<file path="config.mk">
export PLATFORM = sky130hd
export DESIGN_NAME = atm_dispense_ctrl
export DESIGN_NICKNAME = d
export VERILOG_FILES = /design/src/rtl/atm_dispense_ctrl.sv
export SDC_FILE = /design/constraint.sdc
export NUM_CORES = 1
export LEC_CHECK = 0
export BUFFER_PORTS_ARGS = -buffer_cell sky130_fd_sc_hd__buf_4
export CORE_UTILIZATION = 50
export CTS_BUF_LIST = sky130_fd_sc_hd__clkbuf_4
export DETAILED_ROUTE_END_ITERATION = 10
export GPL_ROUTABILITY_DRIVEN = 0
export GPL_TIMING_DRIVEN = 0
export PLACE_DENSITY = 0.69
export SYNTH_ARGS = -nofsm -noshare
export SYNTH_HDL_FRONTEND = slang
export SYNTH_SLANG_ARGS = --single-unit
</file>
<file path="constraint.sdc">
create_clock -name clk -period 12.7 [get_ports clk]
set_clock_uncertainty 0.05 [all_clocks]
set_input_delay 3.175 -clock clk [delete_from_list [all_inputs] [get_ports clk]]
set_output_delay 3.175 -clock clk [all_outputs]
set_load 0.05 [all_outputs]
</file>
<file path="src/rtl/atm_dispense_ctrl.sv">
// ATM cash-path transaction controller: owns balance and cassette count,
// validates withdraw/deposit/balance requests and drives the note dispenser
// one note at a time over a req/ack handshake with a stuck-mechanism timeout.
module atm_dispense_ctrl #(
    parameter int unsigned AMT_W      = 16,
    parameter int unsigned CNT_W      = 8,
    parameter int unsigned NOTE_VAL   = 100,
    parameter int unsigned INIT_BAL   = 5000,
    parameter int unsigned INIT_NOTES = 20,
    parameter int unsigned TIMEOUT    = 64
) (
    input  logic             clk,
    input  logic             rst,
    input  logic             txn_req,
    input  logic [1:0]       txn_op,
    input  logic [AMT_W-1:0] txn_amount,
    output logic             txn_ready,
    output logic             txn_done,
    output logic [2:0]       txn_status,
    output logic [AMT_W-1:0] balance_out,
    output logic [CNT_W-1:0] notes_left,
    output logic             note_req,
    input  logic             note_ack,
    input  logic             refill,
    input  logic [CNT_W-1:0] refill_count,
    output logic             fault
);

    localparam int unsigned TMR_W = (TIMEOUT > 1) ? $clog2(TIMEOUT) : 1;
    localparam logic [AMT_W-1:0] NOTE_AMT = AMT_W'(NOTE_VAL);

    localparam logic [2:0] ST_OK       = 3'd0;
    localparam logic [2:0] ST_BAD_AMT  = 3'd1;
    localparam logic [2:0] ST_NO_FUNDS = 3'd2;
    localparam logic [2:0] ST_NO_NOTES = 3'd3;
    localparam logic [2:0] ST_OVERFLOW = 3'd4;
    localparam logic [2:0] ST_FAULT    = 3'd5;
    localparam logic [2:0] ST_BAD_OP   = 3'd6;

    typedef enum logic [2:0] {IDLE, CHECK, DISP, GAP, DONE} state_t;

    state_t             state_q;
    logic [1:0]         op_q;
    logic [AMT_W-1:0]   amt_q;
    logic [AMT_W-1:0]   bal_q;
    logic [CNT_W-1:0]   notes_q;
    logic [CNT_W-1:0]   rem_q;
    logic [TMR_W-1:0]   tmr_q;
    logic               ready_q;
    logic               done_q;
    logic [2:0]         status_q;
    logic               note_req_q;
    logic               fault_q;

    logic               amt_bad_c;
    logic [AMT_W-1:0]   notes_need_c;
    logic               no_notes_c;
    logic [AMT_W:0]     dep_sum_c;

    // Validation terms for the registered transaction, used only in CHECK
    always_comb begin
        amt_bad_c    = (amt_q == '0) || ((amt_q % NOTE_AMT) != '0);
        notes_need_c = amt_q / NOTE_AMT;
        no_notes_c   = notes_need_c > AMT_W'(notes_q);
        dep_sum_c    = {1'b0, bal_q} + {1'b0, amt_q};
    end

    // Transaction FSM with registered handshake, status and account state
    always_ff @(posedge clk or negedge rst) begin
        if (!rst) begin
            state_q    <= IDLE;
            op_q       <= 2'b00;
            amt_q      <= '0;
            bal_q      <= AMT_W'(INIT_BAL);
            notes_q    <= CNT_W'(INIT_NOTES);
            rem_q      <= '0;
            tmr_q      <= '0;
            ready_q    <= 1'b1;
            done_q     <= 1'b0;
            status_q   <= ST_OK;
            note_req_q <= 1'b0;
            fault_q    <= 1'b0;
        end else begin
            done_q <= 1'b0;
            case (state_q)
                IDLE: begin
                    if (refill) begin
                        notes_q <= refill_count;
                        fault_q <= 1'b0;
                    end
                    if (txn_req) begin
                        op_q    <= txn_op;
                        amt_q   <= txn_amount;
                        ready_q <= 1'b0;
                        state_q <= CHECK;
                    end
                end
                CHECK: begin
                    state_q <= DONE;
                    case (op_q)
                        2'b00: begin
                            if (amt_bad_c)          status_q <= ST_BAD_AMT;
                            else if (fault_q)       status_q <= ST_FAULT;
                            else if (amt_q > bal_q) status_q <= ST_NO_FUNDS;
                            else if (no_notes_c)    status_q <= ST_NO_NOTES;
                            else begin
                                rem_q      <= CNT_W'(notes_need_c);
                                tmr_q      <= '0;
                                note_req_q <= 1'b1;
                                state_q    <= DISP;
                            end
                        end
                        2'b01: begin
                            if (amt_bad_c)              status_q <= ST_BAD_AMT;
                            else if (dep_sum_c[AMT_W])  status_q <= ST_OVERFLOW;
                            else begin
                                bal_q    <= dep_sum_c[AMT_W-1:0];
                                status_q <= ST_OK;
                            end
                        end
                        2'b10:   status_q <= ST_OK;
                        default: status_q <= ST_BAD_OP;
                    endcase
                end
                DISP: begin
                    if (note_ack) begin
                        bal_q      <= bal_q - NOTE_AMT;
                        notes_q    <= notes_q - CNT_W'(1);
                        rem_q      <= rem_q - CNT_W'(1);
                        tmr_q      <= '0;
                        note_req_q <= 1'b0;
                        if (rem_q == CNT_W'(1)) begin
                            status_q <= ST_OK;
                            state_q  <= DONE;
                        end else begin
                            state_q  <= GAP;
                        end
                    end else if (tmr_q == TMR_W'(TIMEOUT - 1)) begin
                        fault_q    <= 1'b1;
                        status_q   <= ST_FAULT;
                        note_req_q <= 1'b0;
                        state_q    <= DONE;
                    end else begin
                        tmr_q <= tmr_q + TMR_W'(1);
                    end
                end
                GAP: begin
                    note_req_q <= 1'b1;
                    state_q    <= DISP;
                end
                DONE: begin
                    done_q  <= 1'b1;
                    ready_q <= 1'b1;
                    state_q <= IDLE;
                end
                default: begin
                    note_req_q <= 1'b0;
                    ready_q    <= 1'b1;
                    state_q    <= IDLE;
                end
            endcase
        end
    end

    assign txn_ready   = ready_q;
    assign txn_done    = done_q;
    assign txn_status  = status_q;
    assign balance_out = bal_q;
    assign notes_left  = notes_q;
    assign note_req    = note_req_q;
    assign fault       = fault_q;

endmodule

</file>
==> impl_metrics.toml, run 1 <==
[timing]
finalCriticalPeriod_ps = 8670
finalSetupViolCount = 0
slew_violations = 0
max_freq_mhz = 115
slew-limit-headroom_pct = 41.6
layout_setup_ws_ps = 4030
finalHoldViolCount = 0
worstMarginPinSlew_ps = 875
period_share_pct = 68.3
rsz0062_at_grt = "false"
fin_setup_tns_ps = 0

[clock_tree]
cts_root_buf = "clkbuf_4"
clk_latency_ps = 430
cts.clk_slew.worst_paths_ps = 120
cts_tree = "yes"
cts_resized = 0
postCtsHoldBufs = 0
clk_path_buf_depth = 2
cts_sinks = 66
cts.htree.levels = 3
cts_buffers = 9
post_cts_buffers = 0

[final_layout]
drive_gt1_share_pct = 14.5
fillers = 1337
area_growth_pct = 11.6
stdcell_area_um2 = 7820
final_util_pct = 58.1
num-nets-final = 1052

[route]
drt_pass1_iterations = 5
wl_met1_um = 9910
postRouteAntennaNets = 0
via_per_inst = 6.25
vias = 7237
wl_um = 20600
dr_wl_met2_um = 9130
wire_per_inst_um = 17.8
drcViolationCount = 0
dr.max_layer_used = "met4"
wl_met3_um = 1350
first_iter_violations = 544

[floorplan]
fp.dieH_um = 120
io_pins = 62
die_width_um = 120
design.die.area_um2 = 14500
core_um2 = 13500
initial_utilization_pct = 52.1
rows = 42

[job]
cap_violations = 0

[logic_synthesis]
syn_area_per_cell_um2 = 7.76
ys.flop_type = "dfrtp_1"
yosys.cell_types.count = 103
synthesis.nets = 980
synth_edf_count = 0
yosys_warnings = 0
synthCells = 903
post-synth-top-count-cell = "a21oi_1"
synth_top_area_share_pct = 20.7
synth_area_um2 = 7010
synth_top_area_cell = "dfrtp_1"
ys_ff_latch = 66
synthTopCellsByArea = "dfrtp_1, ha_1, a21oi_1"
async_reset_ff_share_pct = 100
ys_top_cells_by_count = "a21oi_1, nand2_1, nor2_1"
ys_seq_area_share_pct = 23.7

[worst_setup_path]
crit_path_max_fanout = 10
max_stage_delay_ps = 620
required_ps = 12990
crit_arrival_ps = 8960
start_kind = "flip-flop"
path_class = "flip-flop to flip-flop"
cpMaxStageDelayCell = "xor2_1"
cp-end-kind = "flip-flop"

[outcome]
outcome = "completed"

[grt]
grt_pass1_vias = 6609
grt_pass1_wl_um = 33500
grt_max_degree = 67
grt_usage_pct = 28.8
grt_overflow = 0
antenna_found_initial = 1

[hold_path]
min_path_type = "flip-flop to flip-flop"

[placement]
post-place-ws_ps = 4290
place_hpwl_um = 15500
placed_cell_area_um2 = 7680
port_buffers = 61
==> logic make-up (layout without fill, tap and decap cells) <==
logic type,Yosys count,in the layout,share of synthesized area (%)
buffers and inverters,105,182,6.14
AOI/OAI and AO/OA,343,343,34.5
muxes,15,15,2.66
other,0,1,0
DFF,66,66,23.7
and+or+nand+nor,303,303,21.5
xor gates and xnor gates,25,25,3.13
adders and majority gates,46,46,8.32
==> metal layers <==
metal / vias to the layer above / GRT usage [%]
met4: 0 / 6.25
met2: 284 / 44.8
met1: 3399 / 42.5
li1: 3537 / -
met3: 17 / 3.73
met5: - / 0
==> cell usage in the layout, fill, tap and decap left out, types with 7 or more instances in the layout <==
cell | Yosys | layout
a21oi_1 | 91 | 91
nand2_1 | 80 | 80
nor2_1 | 70 | 70
inv_1 | 62 | 62
buf_4 | 1 | 62
dfrtp_1 | 58 | 58
o21ai_0 | 54 | 54
ha_1 | 45 | 45
nand3_1 | 30 | 30
clkbuf_1 | 25 | 25
nor3_1 | 25 | 25
a31oi_1 | 19 | 19
buf_2 | 14 | 14
a21o_1 | 14 | 14
and2_1 | 13 | 13
o22ai_1 | 13 | 13
xnor2_1 | 13 | 13
nand2b_1 | 12 | 12
xor2_1 | 12 | 12
and3_1 | 12 | 12
nand4_1 | 12 | 12
o21bai_1 | 11 | 11
a211oi_1 | 11 | 11
clkbuf_4 | 0 | 10
or3_1 | 9 | 9
o21ai_1 | 9 | 9
o31ai_1 | 8 | 8
dfstp_2 | 8 | 8
o211ai_1 | 7 | 7
nor2b_1 | 7 | 7
a211o_1 | 7 | 7
mux2_2 | 7 | 7
==> worst max-delay path: cells and delay by family, from the launching register on <==
family,cells,cell delay [ps]
xor gates and xnor gates,2,1070
buffers and inverters,3,760
and+or+nand+nor,8,1650
DFF,1,550
AOI/OAI and AO/OA,19,4340
adders and majority gates,1,160
==> registers in the layout, summed over array words and instances, names as in the netlist <==
name	count
amt_q	16
balance_out	16
notes_left	8
rem_q	8
tmr_q	6
state_q	3
txn_status	3
op_q	2
fault	1
note_req	1
txn_done	1
txn_ready	1
==> worst paths after layout <==
check | start | to | slack, ps | depth (start not counted)
worst min register to register | notes_left[2]$_DFFE_PN1P_ | notes_left[2]$_DFFE_PN1P_ | 470 | 2
worst max register to register | amt_q[14]$_DFFE_PN0P_ | rem_q[2]$_DFFE_PN0P_ | 4030 | 33
max in group asynchronous | rst | amt_q[9]$_DFFE_PN0P_ | 9240 | 1
min in group asynchronous | rst | balance_out[13]$_DFFE_PN0P_ | 2790 | 1
worst max-delay path | amt_q[14]$_DFFE_PN0P_ | rem_q[2]$_DFFE_PN0P_ | 4030 | 33
worst min-delay path | notes_left[2]$_DFFE_PN1P_ | notes_left[2]$_DFFE_PN1P_ | 470 | 2
==> area by class of cell <==
class	instances	area [µm²]	share of cell area, %
Clock inverter	6	57.6	0.736
Antenna cell	1	2.50	0.0320
Timing Repair Buffer	61	458	5.86
Inverter	62	233	2.98
Clock buffer	10	75.1	0.960
Buffer	43	198	2.53
Multi-Input combinational cell	732	4910	62.8
Sequential cell	66	1660	21.3
Tap cell	176	220	2.82
==> through the flow <==
stage	hold slack, ps	instances
after detailed placement	448	1140
after global routing	486	1157
after global placement	449	1140
after CTS	476	1156
final	470	1157
after floorplan	432	903
Power of run 1 is left out: the tool's default activity adds up to more than one toggle a clock period on the data nets, which glitch-free logic cannot reach.
==> inputs of run 2 (changes only) <==
ABC_AREA = 1   (was not set)
clock period = 8.3 ns   (was 12.7 ns; I/O delays follow)
==> impl_metrics.toml, run 2 <==
[outcome]
outcome = "completed"

[placement]
place_hpwl_um = 12600
placed_cell_area_um2 = 6990
port_buffers = 61

[final_layout]
stdcell_area_um2 = 7110
num-nets-final = 1069
antenna_cells = 0
drive_gt1_share_pct = 19.2
layout_commonest_cell = "nand2_1"
area_growth_pct = 12.4
most-common-layout-cells = "nand2_1, nor2_1, inv_1"

[timing]
period_share_pct = 87.4
fin_setup_tns_ps = 0
slew_violations = 0
finalSetupViolCount = 0
worstMarginPinSlew_ps = 879
slew-limit-headroom_pct = 41.4
finalHoldViolCount = 0
finalCriticalPeriod_ps = 7250
max_freq_mhz = 138
rsz0062_at_grt = "false"

[clock_tree]
cts_resized = 0
postCtsHoldBufs = 0
cts_buffers = 9
cts_sinks = 66
clk_latency_ps = 470
post_cts_buffers = 0
clk_path_buf_depth = 2
cts.htree.levels = 3
cts.clk_slew.worst_paths_ps = 120
cts_root_buf = "clkbuf_4"
cts_tree = "yes"

[worst_setup_path]
r2r_slack_ps = 1050
cpMaxStageDelayCell = "dfrtp_1"
crit_path_max_fanout = 10
required_ps = 8650
path_common_cell = "nand2_1"
start_kind = "flip-flop"
path_class = "flip-flop to flip-flop"
crit_arrival_ps = 7610
cp-end-kind = "flip-flop"
max_stage_delay_ps = 490

[floorplan]
fp.dieH_um = 114
initial_utilization_pct = 52.0
design.die.area_um2 = 13100
die_width_um = 114
io_pins = 62
core_um2 = 12200
rows = 40

[grt]
grt_pass1_wl_um = 27100
grt_usage_pct = 26.3
grt_overflow = 0
grt_max_degree = 67
grt_pass1_vias = 5656
antenna_found_initial = 0

[route]
drt_pass1_iterations = 5
wl_um = 16300
vias = 6148
via_per_inst = 5.28
postRouteAntennaNets = 0
drcViolationCount = 0
first_iter_violations = 399
wire_per_inst_um = 14.0

[logic_synthesis]
ys.flop_type = "dfrtp_1"
ys_top_cells_by_count = "nand2_1, nor2_1, inv_1"
synthesis.nets = 997
synth_area_um2 = 6320
syn_area_per_cell_um2 = 6.87
ys_seq_area_share_pct = 26.3
synthTopCellsByArea = "dfrtp_1, nand2_1, ha_1"
synth_edf_count = 0
synth_top_area_cell = "dfrtp_1"
ys_ff_latch = 66
synth_top_area_share_pct = 23.0
post-synth-top-count-cell = "nand2_1"
yosys_warnings = 0
synthCells = 920
async_reset_ff_share_pct = 100
yosys.cell_types.count = 56

[hold_path]
min_path_type = "flip-flop to flip-flop"

[job]
cap_violations = 0
run 2: kinds of logic after synthesis:
logic type | Yosys count | synth area share [%]
multiplexers | 2 | 0.356
adder cells (fa/ha/maj) | 46 | 9.22
AO/OA/AOI/OAI | 184 | 16.9
buffers and inverters | 150 | 9.22
flip-flops | 66 | 26.3
AND/OR/NAND/NOR | 456 | 35.8
XOR/XNOR | 16 | 2.22
run 2: worst paths after layout:
path | end | cells past startpoint | startpoint
max | rem_q[6]$_DFFE_PN0P_ | 56 | amt_q[12]$_DFFE_PN0P_
min | txn_status[0]$_DFFE_PN0P_ | 2 | txn_status[0]$_DFFE_PN0P_
max reg2reg | rem_q[6]$_DFFE_PN0P_ | 56 | amt_q[12]$_DFFE_PN0P_
min reg2reg | txn_status[0]$_DFFE_PN0P_ | 2 | txn_status[0]$_DFFE_PN0P_
max in group asynchronous | op_q[1]$_DFFE_PN0P_ | 1 | rst
min in group asynchronous | balance_out[13]$_DFFE_PN0P_ | 1 | rst
run 2: routing by layer:
layer | GRT usage, % | wire (µm) | up-vias | part of all wire [%]
li1 | - | - | 3197 | -
met1 | 36.4 | 8140 | 2791 | 50
met2 | 41.9 | 7180 | 136 | 44
met3 | 4.71 | 672 | 24 | 4.1
met4 | 7.97 | 345 | 0 | 2.1
met5 | 0 | 0 | - | 0
run 2: final cells by class:
cell class	count	area [µm²]
Clock inverter	4	27.5
Tap cell	168	210
Timing Repair Buffer	61	458
Fill cell	1226	5050
Multi-Input combinational cell	704	4080
Sequential cell	66	1660
Inverter	134	503
Clock buffer	12	90.1
Buffer	16	80.1
run 2: through the flow:
stage	cells	hold WS (ps)	setup slack, ps	utilization, %
2_1_floorplan	920	430	2290	-
3_3_place_gp	1149	424	1200	57.5
3_5_place_dp	1149	422	1110	57.5
4_1_cts	1165	453	1080	58.5
5_1_grt	1165	477	192	58.5
6_report	1165	452	1050	58.5
run 2: critical path, delay by kind of cell (launching register included):
family | cells | cell delay [ps]
flops | 1 | 490
fa+ha+maj | 1 | 270
compound gates | 6 | 890
simple gates | 41 | 4640
buf+inv | 8 | 820
Power of run 2 is left out for the same reason.
